### src/rtl/param_updown_counter.sv
// Up/down counter with programmable inclusive limits, clamped load,
// wrap or saturate at the limits, and registered event pulses.
module param_updown_counter #(
  parameter int WIDTH     = 8,
  parameter int RESET_VAL = 0
) (
  input  logic             clk,
  input  logic             reset,
  input  logic             en,
  input  logic             up_dn,
  input  logic             sat_mode,
  input  logic             load,
  input  logic [WIDTH-1:0] load_val,
  input  logic [WIDTH-1:0] min_val,
  input  logic [WIDTH-1:0] max_val,
  output logic [WIDTH-1:0] count,
  output logic             at_min,
  output logic             at_max,
  output logic             wrap_p,
  output logic             sat_p,
  output logic             cfg_err
);

  localparam logic [WIDTH-1:0] RST_CNT = WIDTH'(RESET_VAL);

  logic [WIDTH-1:0] count_q, count_d;
  logic             wrap_q, wrap_d;
  logic             sat_q, sat_d;
  logic             hit_top, hit_bot;

  assign cfg_err = min_val > max_val;
  assign hit_top = count_q >= max_val;
  assign hit_bot = count_q <= min_val;

  always_comb begin
    count_d = count_q;
    wrap_d  = 1'b0;
    sat_d   = 1'b0;
    if (cfg_err) begin
      count_d = count_q;
    end else if (load) begin
      if (load_val < min_val)
        count_d = min_val;
      else if (load_val > max_val)
        count_d = max_val;
      else
        count_d = load_val;
    end else if (en) begin
      // limit checks come first, so +1/-1 can never overflow
      if (up_dn) begin
        if (!hit_top) begin
          count_d = count_q + 1'b1;
        end else if (sat_mode) begin
          count_d = max_val;
          sat_d   = 1'b1;
        end else begin
          count_d = min_val;
          wrap_d  = 1'b1;
        end
      end else begin
        if (!hit_bot) begin
          count_d = count_q - 1'b1;
        end else if (sat_mode) begin
          count_d = min_val;
          sat_d   = 1'b1;
        end else begin
          count_d = max_val;
          wrap_d  = 1'b1;
        end
      end
    end
  end

  always_ff @(posedge clk) begin
    if (reset) begin
      count_q <= RST_CNT;
      wrap_q  <= 1'b0;
      sat_q   <= 1'b0;
    end else begin
      count_q <= count_d;
      wrap_q  <= wrap_d;
      sat_q   <= sat_d;
    end
  end

  assign count  = count_q;
  assign wrap_p = wrap_q;
  assign sat_p  = sat_q;
  assign at_min = count_q == min_val;
  assign at_max = count_q == max_val;

endmodule

### config.mk
export PLATFORM = sky130hd
export DESIGN_NAME = param_updown_counter
export DESIGN_NICKNAME = d
export VERILOG_FILES = /design/src/rtl/param_updown_counter.sv
export SDC_FILE = /design/constraint.sdc
export NUM_CORES = 1
export LEC_CHECK = 0
export ABC_AREA = 1
export ABC_CLOCK_PERIOD_IN_PS = 2200
export CORE_UTILIZATION = 55
export DETAILED_ROUTE_END_ITERATION = 12
export PLACE_DENSITY = 0.84
export SYNTH_ARGS = -nofsm -noshare
export SYNTH_HDL_FRONTEND = slang
export SYNTH_SLANG_ARGS = --single-unit
### constraint.sdc
create_clock -name clk -period 2.2 [get_ports clk]
set_input_delay 0.55 -clock clk [delete_from_list [all_inputs] [get_ports clk]]
set_output_delay 0.55 -clock clk [all_outputs]
set_load 0.01 [all_outputs]
==> results of run 1 <==
-- cells in the mapped netlist --
library cell  instances
nor2_1               31
and2_1                1
xor2_1                6
nand4_4               2
nor2_4                4
nand3_1              63
clkinv_1              3
nand2_1             107
inv_2                 9
nor3b_2               1
dfxtp_1              10
buf_4                 4
inv_1                36
a21o_1                1
a21oi_2               1
nand2_4               4
nand3_4               1
o21a_1                2
buf_2                 3
xnor2_1               2
nand4_1               4
a21oi_1              21
nor2_8                1
o21ai_2               1
nor3_2                1
nand2_2               6
nand3_2               1
o21bai_1              1
o21ai_0              18
nor2_2                3
inv_4                 1
clkbuf_1              3
nor3_1                1
o21ai_1               4
nand3b_1              1
ha_1                 41
-- per-stage QoR --
step	setup TNS [ns]	std cells	instance area (um^2)	setup WS [ns]	hold slack, ns
after floorplan	0	399	2420	0.285	0.632
after global routing	-2.25	553	3850	-0.314	0.738
after global placement	-6.72	535	3270	-0.750	0.680
final	-0.874	553	3850	-0.135	0.734
after CTS	0	543	3510	0.00130	0.710
after detailed placement	-7.49	535	3270	-0.790	0.693
-- critical path, cell delays in order --
cell     delay [ns]
buf_2          0.13
inv_2          0.06
buf_4          0.16
ha_1           0.29
nand2_2        0.07
nor2_4         0.24
nand4_4        0.21
buf_4          0.19
nand3_1        0.09
nand3_1        0.10
nand3_1        0.11
nand2_1        0.07
nor2_1         0.11
nor2_1         0.05
-- worst paths after layout --
| path | from | to | slack [ns] | cells after the start |
|---|---|---|---|---|
| setup / recovery | max_val[6] | count[4] | -0.13 | 14 |
| hold reg to reg | count[0] | count[0] | 0.73 | 3 |
| setup reg to reg | count[7] | count[4] | 0.06 | 14 |
| hold / removal | count[0] | count[0] | 0.73 | 3 |
-- power groups by stage --
stage | clock network [mW] | registers, mW | logic, mW
6_report | 0.231 | 0.236 | 1.32
5_1_grt | 0.246 | 0.237 | 1.40
4_1_cts | 0.232 | 0.227 | 1.03
3_5_place_dp | 0 | 0.228 | 0.960
3_3_place_gp | 0 | 0.227 | 0.925
2_1_floorplan | 0 | 0.245 | 0.581
-- placed cells by master (no fill, tap or decap), types with 11 or more instances in the layout --
master / count
nand2_1: 89
nor2_1: 28
ha_1: 19
inv_1: 19
a21oi_1: 16
buf_4: 57
ha_4: 20
nand2_2: 20
clkdlybuf4s50_1: 15
nand3_1: 56
o21ai_0: 18
inv_2: 25
nand2_4: 11
-- repair_timing --
item,CTS,global route
setup endpoints to repair,13,11
pin swaps,23,38
cloned,2,3
resized for setup,95,77
setup buffers,2,6
endpoints found under the hold margin,0,0
-- state kept, by name (all words and copies together), names as in the netlist --
name,count
sat_p,1
count,8
wrap_p,1
-- per-layer routing --
metal / wire, um / global-route usage [%] / vias to the layer above
met1: 4060 / 46.1 / 1688
met3: 1900 / 15.0 / 227
met4: 1460 / 23.2 / 0
met5: 0 / 0 / -
met2: 5490 / 66.1 / 481
li1: - / - / 1540
-- cells by family (layout without fill, tap and decap cells) --
kind of cell	Yosys count	after routing	synth area share, %
AND/OR/NAND/NOR	232	237	46.9
other	0	1	0
adder cells (fa/ha/maj)	41	41	21.2
buffers and inverters	59	157	10.0
flip-flops	10	10	8.26
XOR/XNOR	8	8	2.89
AO/OA/AOI/OAI	49	49	10.8
-- area by class of cell --
type	instances	area, um^2	share of cell area (%)
Inverter	49	189	4.90
Sequential cell	10	201	5.23
Timing Repair Buffer	104	891	23.1
Multi-Input combinational cell	335	2450	63.6
Antenna cell	1	2.50	0.0649
Tap cell	50	62.6	1.62
Clock buffer	4	55.1	1.43
==> impl_results.md, run 1 <==
- Tightest Pin Transition: approximately 0.47 ns
- Violated checks: DRC, setup timing
- Comb pwr share: around three quarters
- Hold Path Class: flop to flop
- Vias after detailed routing: a little under 4k
- Hold_buf cts: 0
- Worst EP arrival: 2.46 ns
- Fin util: 93.6%
- Number of global-route vias before repair: 3097
- Cell internal pwr: 0.881 mW
- Cells after Synth: about 400
- Clock Tree Buf Depth: 2
- Sequential share of the synthesized area: 8.26%
- Initial antenna violation count: 1
- Sink Count: 10
- Synth Area per Inst: 6.08 um^2
- Clk root buf: clkbuf_8
- Final hold viol count: 0
- DPL Wire Length: 6380 um
- Vias per Instance: 7.12
- FILL cells: 139
- CP Capture Type: flop
- Flop pwr share: a little over an eighth
- # IOs: between 40 and 50
- Clock Latency Late Sink: 0.23 ns
- Pwr/cell area: 464 nW/um^2
- Slew margin rel.: 68.4%
- Mapped cell area: 2420 um^2
- Share of cells above drive strength 1: 40.2%
- Cell variety after synth: 36
- Drt drc: 11
- Yosys top cell by area: ha_1
- Initial drt markers: 1230
- Synth Warn #: 0
- # port buffers: between 40 and 50
- Max_cap viols: 0
- CTS tree: yes
- NetSw: 0.905 mW
- Area delta synth->final: 58.9%
- Total congestion overflow: 0
- First-pass GRT wire length: 14100 um
- Clock transition at the registers of the reported paths: 0.05 ns
- Num CTS Buffers: 3
- #FFs+latches synth: 10
- Setup violators final: 11
- Final wirelength: 12900 um
- GRT Util Overall: between 40% and 50%
- Final WS setup: -0.135 ns
- Clock power share: 12.9%
- Die ar.: about 4700 um^2
- Main area contributors after synthesis: ha_1 (21%), nand2_1 (17%), nand3_1 (13%)
- Routed Antenna Nets: 0
- Largest net degree at the start of global routing: 35
- Num rows: 23
- Synth Net Count: 470
- Peak supply drop: 0.000473 V
- Final slew viol count: 0
- Die height: between 60 and 70 um
- Drt first pass iters: 13
- Core area: 4120 um^2
- Min Tclk post-route: 2.33 ns
- Pwr Total: 1.79 mW
- Fmax: 428 MHz
- WL per Instance: 23.4 um
- Die width: 68.4 um
- Worst Path Max Fanout: 5
- Status: finished with violations
- Final worst path period share: 106%
- P_leak: approximately 1.9 nW
- CP Class: input pin to flop
- Share of the synthesized area in the top cell type: 21.2%
- Htree depth: 1
- Routability cong.: 0.906
- Sw frac: 50.7%
- Setup Skew: about 0.0039 ns
- CP Launch Type: input pin
- Starting density of the core: 58.9%
- Layout net count: 574
- Required @ worst endpoint: 2.32 ns
Note: power is estimated with default switching activity, not from simulation.
==> run 2: changes to the inputs <==
Settings changed: MAX_ROUTING_LAYER set to met4.
==> run 2 against run 1 <==
Critical endpoint is now count[3]. Clock skew down 0.0018 ns. Largest cell class unchanged. Highest routed layer unchanged. Sequential power down 3%. The run now ends clean. Clock-buffer cell count unchanged. Via count down 15%.
==> impl_results.md, run 2 (synthesized netlist as in run 1, its figures left out) <==
- CP Launch Type: input pin
- Total congestion overflow: 0 (unchanged)
- Drt first pass iters: 6 (-7)
- Tightest Pin Transition: 0.328 ns (-0.141 ns)
- Layout net count: 573 (-0.17%)
- Hold_buf cts: 0 (unchanged)
- Num rows: 23 (unchanged)
- Non-filler cells, final: 551 (-0.36%)
- Initial drt markers: 355 (-71%)
- Core area: 4120 um^2 (unchanged)
- Clock Latency Late Sink: 0.24 ns (about the same)
- Largest net degree at the start of global routing: 35 (unchanged)
- Vias per Instance: 6.10 (-14%)
- # IOs: 43 (unchanged)
- Min Tclk post-route: 2.16 ns (-0.179 ns)
- FILL cells: 209 (+50%)
- Initial antenna violation count: 0 (-1)
- Worst EP arrival: 2.29 ns (-0.17 ns)
- Final wirelength: 9880 um (-24%)
- Final worst path period share: 98.0% (-8.2 points)
- Clk root buf: clkbuf_8
- Worst Path Max Fanout: 3 (-2)
- Register Area: 200 um^2 (-0.62%)
- Number of global-route vias before repair: 2888 (-6.7%)
- Fmax: 464 MHz (+8.3%)
- Hold Path Class: flop to flop
- First-pass GRT wire length: 12800 um (-9.2%)
- Share of cells above drive strength 1: 35.9% (-4.3 points)
- WL per Instance: 17.9 um (-23%)
- Drt drc: 0 (-11)
- GRT Util Overall: 38.1% (-2.8 points)
- Most frequent cells in the layout: nand2_1 (94), nand3_1 (61), buf_4 (55)
- Die ar.: 4680 um^2 (unchanged)
- Slew margin rel.: 78.0% (+9.6 points)
- CTS tree: yes
- Peak supply drop: 0.000492 V (+4.1%)
- Area delta synth->final: 52.8%
- Routability cong.: 0.893 (-1.5%)
- Final slew viol count: 0 (unchanged)
- Starting density of the core: 58.9% (unchanged)
- Routed Antenna Nets: 0 (unchanged)
- # port buffers: 42 (unchanged)
- Pwr/cell area: 443 nW/um^2 (-4.5%)
- Max_cap viols: 0 (unchanged)
- Number of flip-flops in the largest register: 8 (unchanged)
- Commonest non-fill, non-tap cell in the layout: nand2_1
- Final hold viol count: 0 (unchanged)
- Die width: 68.4 um (unchanged)
- Place WS: -0.777 ns (+0.0121 ns)
- DPL Wire Length: 6390 um (+0.13%)
- Sink Count: 10 (unchanged)
- Status: complete, no violations
- P_leak: 1.91 nW (-0.88%)
- Fin util: 90.0% (-3.6 points)
- Final WS setup: 0.0448 ns (+0.179 ns)
- Htree depth: 1 (unchanged)
- Die height: 68.4 um (unchanged)
- Placed Instances: 538 (+0.56%)
- Multi-input gate area: 2350 um^2 (-4.1%)
- Vias after detailed routing: 3363 (-15%)
- Clock Tree Buf Depth: 2 (unchanged)
- Required @ worst endpoint: 2.33 ns (about the same)
- Setup Skew: 0.00209 ns (-0.00180 ns)
- Setup TNS: 0 ns (+0.874 ns)
- CP Capture Type: flop
- N_diodes: 0 (-1)
- Num CTS Buffers: 3 (unchanged)
- CP Class: input pin to flop
- Clock transition at the registers of the reported paths: 0.05 ns (about the same)
- Setup violators final: 0 (-11)
run 2: cell types whose count changed in the layout (fill, tap and decap cells not counted), moves of 4 or more:
cell / previous run / this run
inv_1: 19 / 26
ha_1: 19 / 25
inv_2: 25 / 19
clkbuf_2: 5 / 10
nand2_1: 89 / 94
nand3_1: 56 / 61
ha_4: 20 / 16
nand3_2: 7 / 3
run 2: final cells by class:
cell class,instances,share of cell area (%)
Multi-Input combinational cell,335,63.5
Timing Repair Buffer,103,22.9
Inverter,49,5.03
Tap cell,50,1.69
Sequential cell,10,5.40
Clock buffer,4,1.49
run 2: metal layers:
| metal | vias to the layer above | share of wire, % | GRT usage, % |
|---|---|---|---|
| li1 | 1534 | - | - |
| met1 | 1526 | 37 | 44.5 |
| met2 | 252 | 49 | 67.5 |
| met3 | 51 | 9.6 | 6.17 |
| met4 | 0 | 3.6 | 8.85 |
| met5 | - | 0 | - |
run 2: worst max-delay path, stage by stage:
cell and delay (ns):
buf_2 0.11, inv_2 0.09, buf_6 0.13, ha_4 0.21
a21oi_1 0.18, o21a_1 0.24, nand2_4 0.12, buf_12 0.14
nand3_1 0.07, nand3_1 0.11, nand3_1 0.10, nand2_1 0.08
nor2_2 0.11, nor2_1 0.04
run 2: final timing paths:
kind	from	endpoint	slack, ns	depth (start not counted)
setup / recovery	max_val[7]	count[3]	0.04	14
hold reg to reg	count[0]	count[0]	0.73	3
setup reg to reg	count[5]	count[4]	0.14	13
hold / removal	count[0]	count[0]	0.73	3
run 2: metrics by stage:
stage | area (um^2) | hold WS (ns) | total power [mW]
after floorplan | 2420 | 0.632 | 0.826
after global placement | 3290 | 0.681 | 1.17
after detailed placement | 3290 | 0.704 | 1.20
after CTS | 3470 | 0.721 | 1.47
after global routing | 3700 | 0.774 | 1.75
final | 3700 | 0.728 | 1.64
run 2: what timing repair did:
action,4_1_cts,5_1_grt
setup buffers,1,3
resized for setup,72,70
gates cloned,3,2
pin swaps,19,36
setup endpoints to repair,13,12
run 2: power breakdown:
group / internal (mW) / total [mW] / leakage, nW / switching, mW
sequential: 0.202 / 0.230 / 0.0826 / 0.0277
combinational: 0.501 / 1.18 / 1.80 / 0.676
clock: 0.158 / 0.234 / 0.0288 / 0.0763
total: 0.861 / 1.64 / 1.91 / 0.780
==> run 3: changes to the inputs <==
Settings changed: CORE_MARGIN set to 2.
==> run 3 against run 2 <==
The flow now finishes with violations (setup timing). Clock power grew 4%. Via count grew 3.8%. Combinational power is essentially flat. Critical endpoint is now count[6]. Maximum frequency shrank 2.9%.
==> impl_results.md, run 3 (synthesized netlist as in run 1, its figures left out) <==
- DPL Wire Length: 6510 um (+1.9%)
- Pwr Total: 1.62 mW (-1.1%)
- Most frequent cells in the layout: nand2_1 (98), buf_4 (61), nand3_1 (59)
- # port buffers: 42 (unchanged)
- Met2 WL: 4900 um (+0.47%)
- Clk root buf: clkbuf_8
- CP Launch Type: input pin
- Hold_buf cts: 0 (unchanged)
- # IOs: 43 (unchanged)
- Place WS: -0.820 ns (-0.0427 ns)
- Pwr/cell area: 437 nW/um^2 (-1.3%)
- NetSw: 0.777 mW (-0.38%)
- Tightest Pin Transition: 0.319 ns (-0.00869 ns)
- N_diodes: 0 (unchanged)
- Number of flip-flops in the largest register: 8 (unchanged)
- GRT Util Overall: 34.9% (-3.3 points)
- Num CTS Buffers: 3 (unchanged)
- Clock Latency Late Sink: 0.24 ns (about the same)
- Drt drc: 0 (unchanged)
- Max_cap viols: 0 (unchanged)
- Required @ worst endpoint: 2.33 ns (about the same)
- Status: finished with violations
- Vias per Instance: 6.30 (+3.2%)
- Area delta synth->final: 53.1%
- Final wirelength: 10200 um (+2.9%)
- Clock power share: 15.0% (+0.7 points)
- Routed Antenna Nets: 0 (unchanged)
- Sw frac: 47.9% (+0.35 points)
- Cell internal pwr: 0.846 mW (-1.8%)
- Num rows: 24 (+4.3%)
- Worst Path Max Fanout: 5 (+2)
- Largest net degree at the start of global routing: 35 (unchanged)
- Die height: 70.4 um (+2.9%)
- Starting density of the core: 56.5% (-2.5 points)
- WL per Instance: 18.3 um (+2.3%)
- Setup Skew: 0.00198 ns (-0.000107 ns)
- Die ar.: 4960 um^2 (+5.9%)
- CP Class: input pin to flop
- Peak supply drop: 0.000414 V (-16%)
- Share of cells above drive strength 1: 35.7% (-0.27 points)
- Commonest non-fill, non-tap cell in the layout: nand2_1
- Final hold viol count: 0 (unchanged)
- Layout net count: 574 (+0.17%)
- P_leak: 1.92 nW (+0.32%)
- Comb pwr share: 70.8% (-0.9 points)
- Sink Count: 10 (unchanged)
- Setup TNS: -0.0312 ns (-0.0312 ns)
- CP Capture Type: flop
- Final WS setup: -0.0203 ns (-0.0652 ns)
- Clock Tree Buf Depth: 2 (unchanged)
- Drt first pass iters: 6 (unchanged)
- Clock transition at the registers of the reported paths: 0.05 ns (about the same)
- First-pass GRT wire length: 13600 um (+6.5%)
- Violated checks: setup timing
- Met3 WL: 975 um (+2.6%)
- Flop pwr share: 14.1% (about the same)
- Slew margin rel.: 78.5% (+0.49 points)
- Htree depth: 1 (unchanged)
- Top Layer Used: met4
- Die width: 70.4 um (+2.9%)
- Initial drt markers: 513 (+45%)
- Core area: 4290 um^2 (+4.3%)
- Min Tclk post-route: 2.22 ns (+0.0652 ns)
- Final slew viol count: 0 (unchanged)
- Met1 WL: 3660 um (-0.87%)
- Worst EP arrival: 2.35 ns (+0.06 ns)
- Setup violators final: 2 (+2)
- Fmax: 450 MHz (-2.9%)
- Initial antenna violation count: 0 (unchanged)
- Final worst path period share: 101% (+3.0 points)
- Routability cong.: 0.973 (+9.0%)
- Number of global-route vias before repair: 3036 (+5.1%)
- Total congestion overflow: 0 (unchanged)
- Vias after detailed routing: 3491 (+3.8%)
- Hold Path Class: flop to flop
- CTS tree: yes
## run 3: cell count changes in the layout (fill, tap and decap cells not counted), sizes merged
cell	previous run	this run
nand2	120	118
buf	70	76
clkbuf	14	9
clkdlybuf4s15	0	2
## run 3: path summary, 6_finish.rpt
check / endpoint / slack [ns] / start / cells after the start
max reg2reg: count[6] / 0.16 / count[5] / 12
min reg2reg: count[0] / 0.71 / count[0] / 3
min: count[0] / 0.71 / count[0] / 3
max: count[6] / -0.02 / max_val[5] / 14
## run 3: routing by layer
layer	vias to the layer above	global-route usage, %
li1	1533	-
met1	1556	42.7
met2	306	60.9
met3	96	3.17
met4	0	9.40
met5	-	-
## run 3: power by group through the flow
stage               Combinational [mW]  Sequential [mW]  Clock, mW
detailed placement               0.969            0.228          0
global route                      1.24            0.229      0.254
floorplan                        0.581            0.245          0
global placement                 0.933            0.228          0
CTS                               1.02            0.227      0.245
finish                            1.15            0.229      0.244
## run 3: repair_timing
item | CTS | global route
endpoints found under the setup margin | 13 | 11
pin swaps | 16 | 24
setup buffers | 4 | 3
resized for setup | 90 | 50
cloned | 0 | 3
## run 3: critical path, stage by stage
cell and delay, ns:
buf_2 0.10, inv_2 0.05, buf_4 0.13, buf_4 0.14
ha_4 0.26, nand2_2 0.06, nor2_4 0.17, nand4_4 0.22
nand3_1 0.19, nand3_1 0.11, nand3_1 0.09, nand2_1 0.07
nor2_1 0.14, nor2_1 0.07
## run 3: area by class of cell
type,count,area [um^2]
multi-input cells,333,2330
repair buffers,106,872
fillers,245,581
flip-flops and latches,10,200
inverters,49,186
well taps,52,65.1
clock buffers,4,55.1
## run 3: stage by stage
step / area (um^2) / hold WS [ns] / cells / utilization (%)
floorplan: 2420 / 0.632 / 399 / -
detailed placement: 3310 / 0.693 / 540 / 77.0
global route: 3710 / 0.767 / 554 / 86.5
CTS: 3520 / 0.707 / 548 / 82.0
global placement: 3310 / 0.681 / 540 / 77.0
finish: 3710 / 0.708 / 554 / 86.5
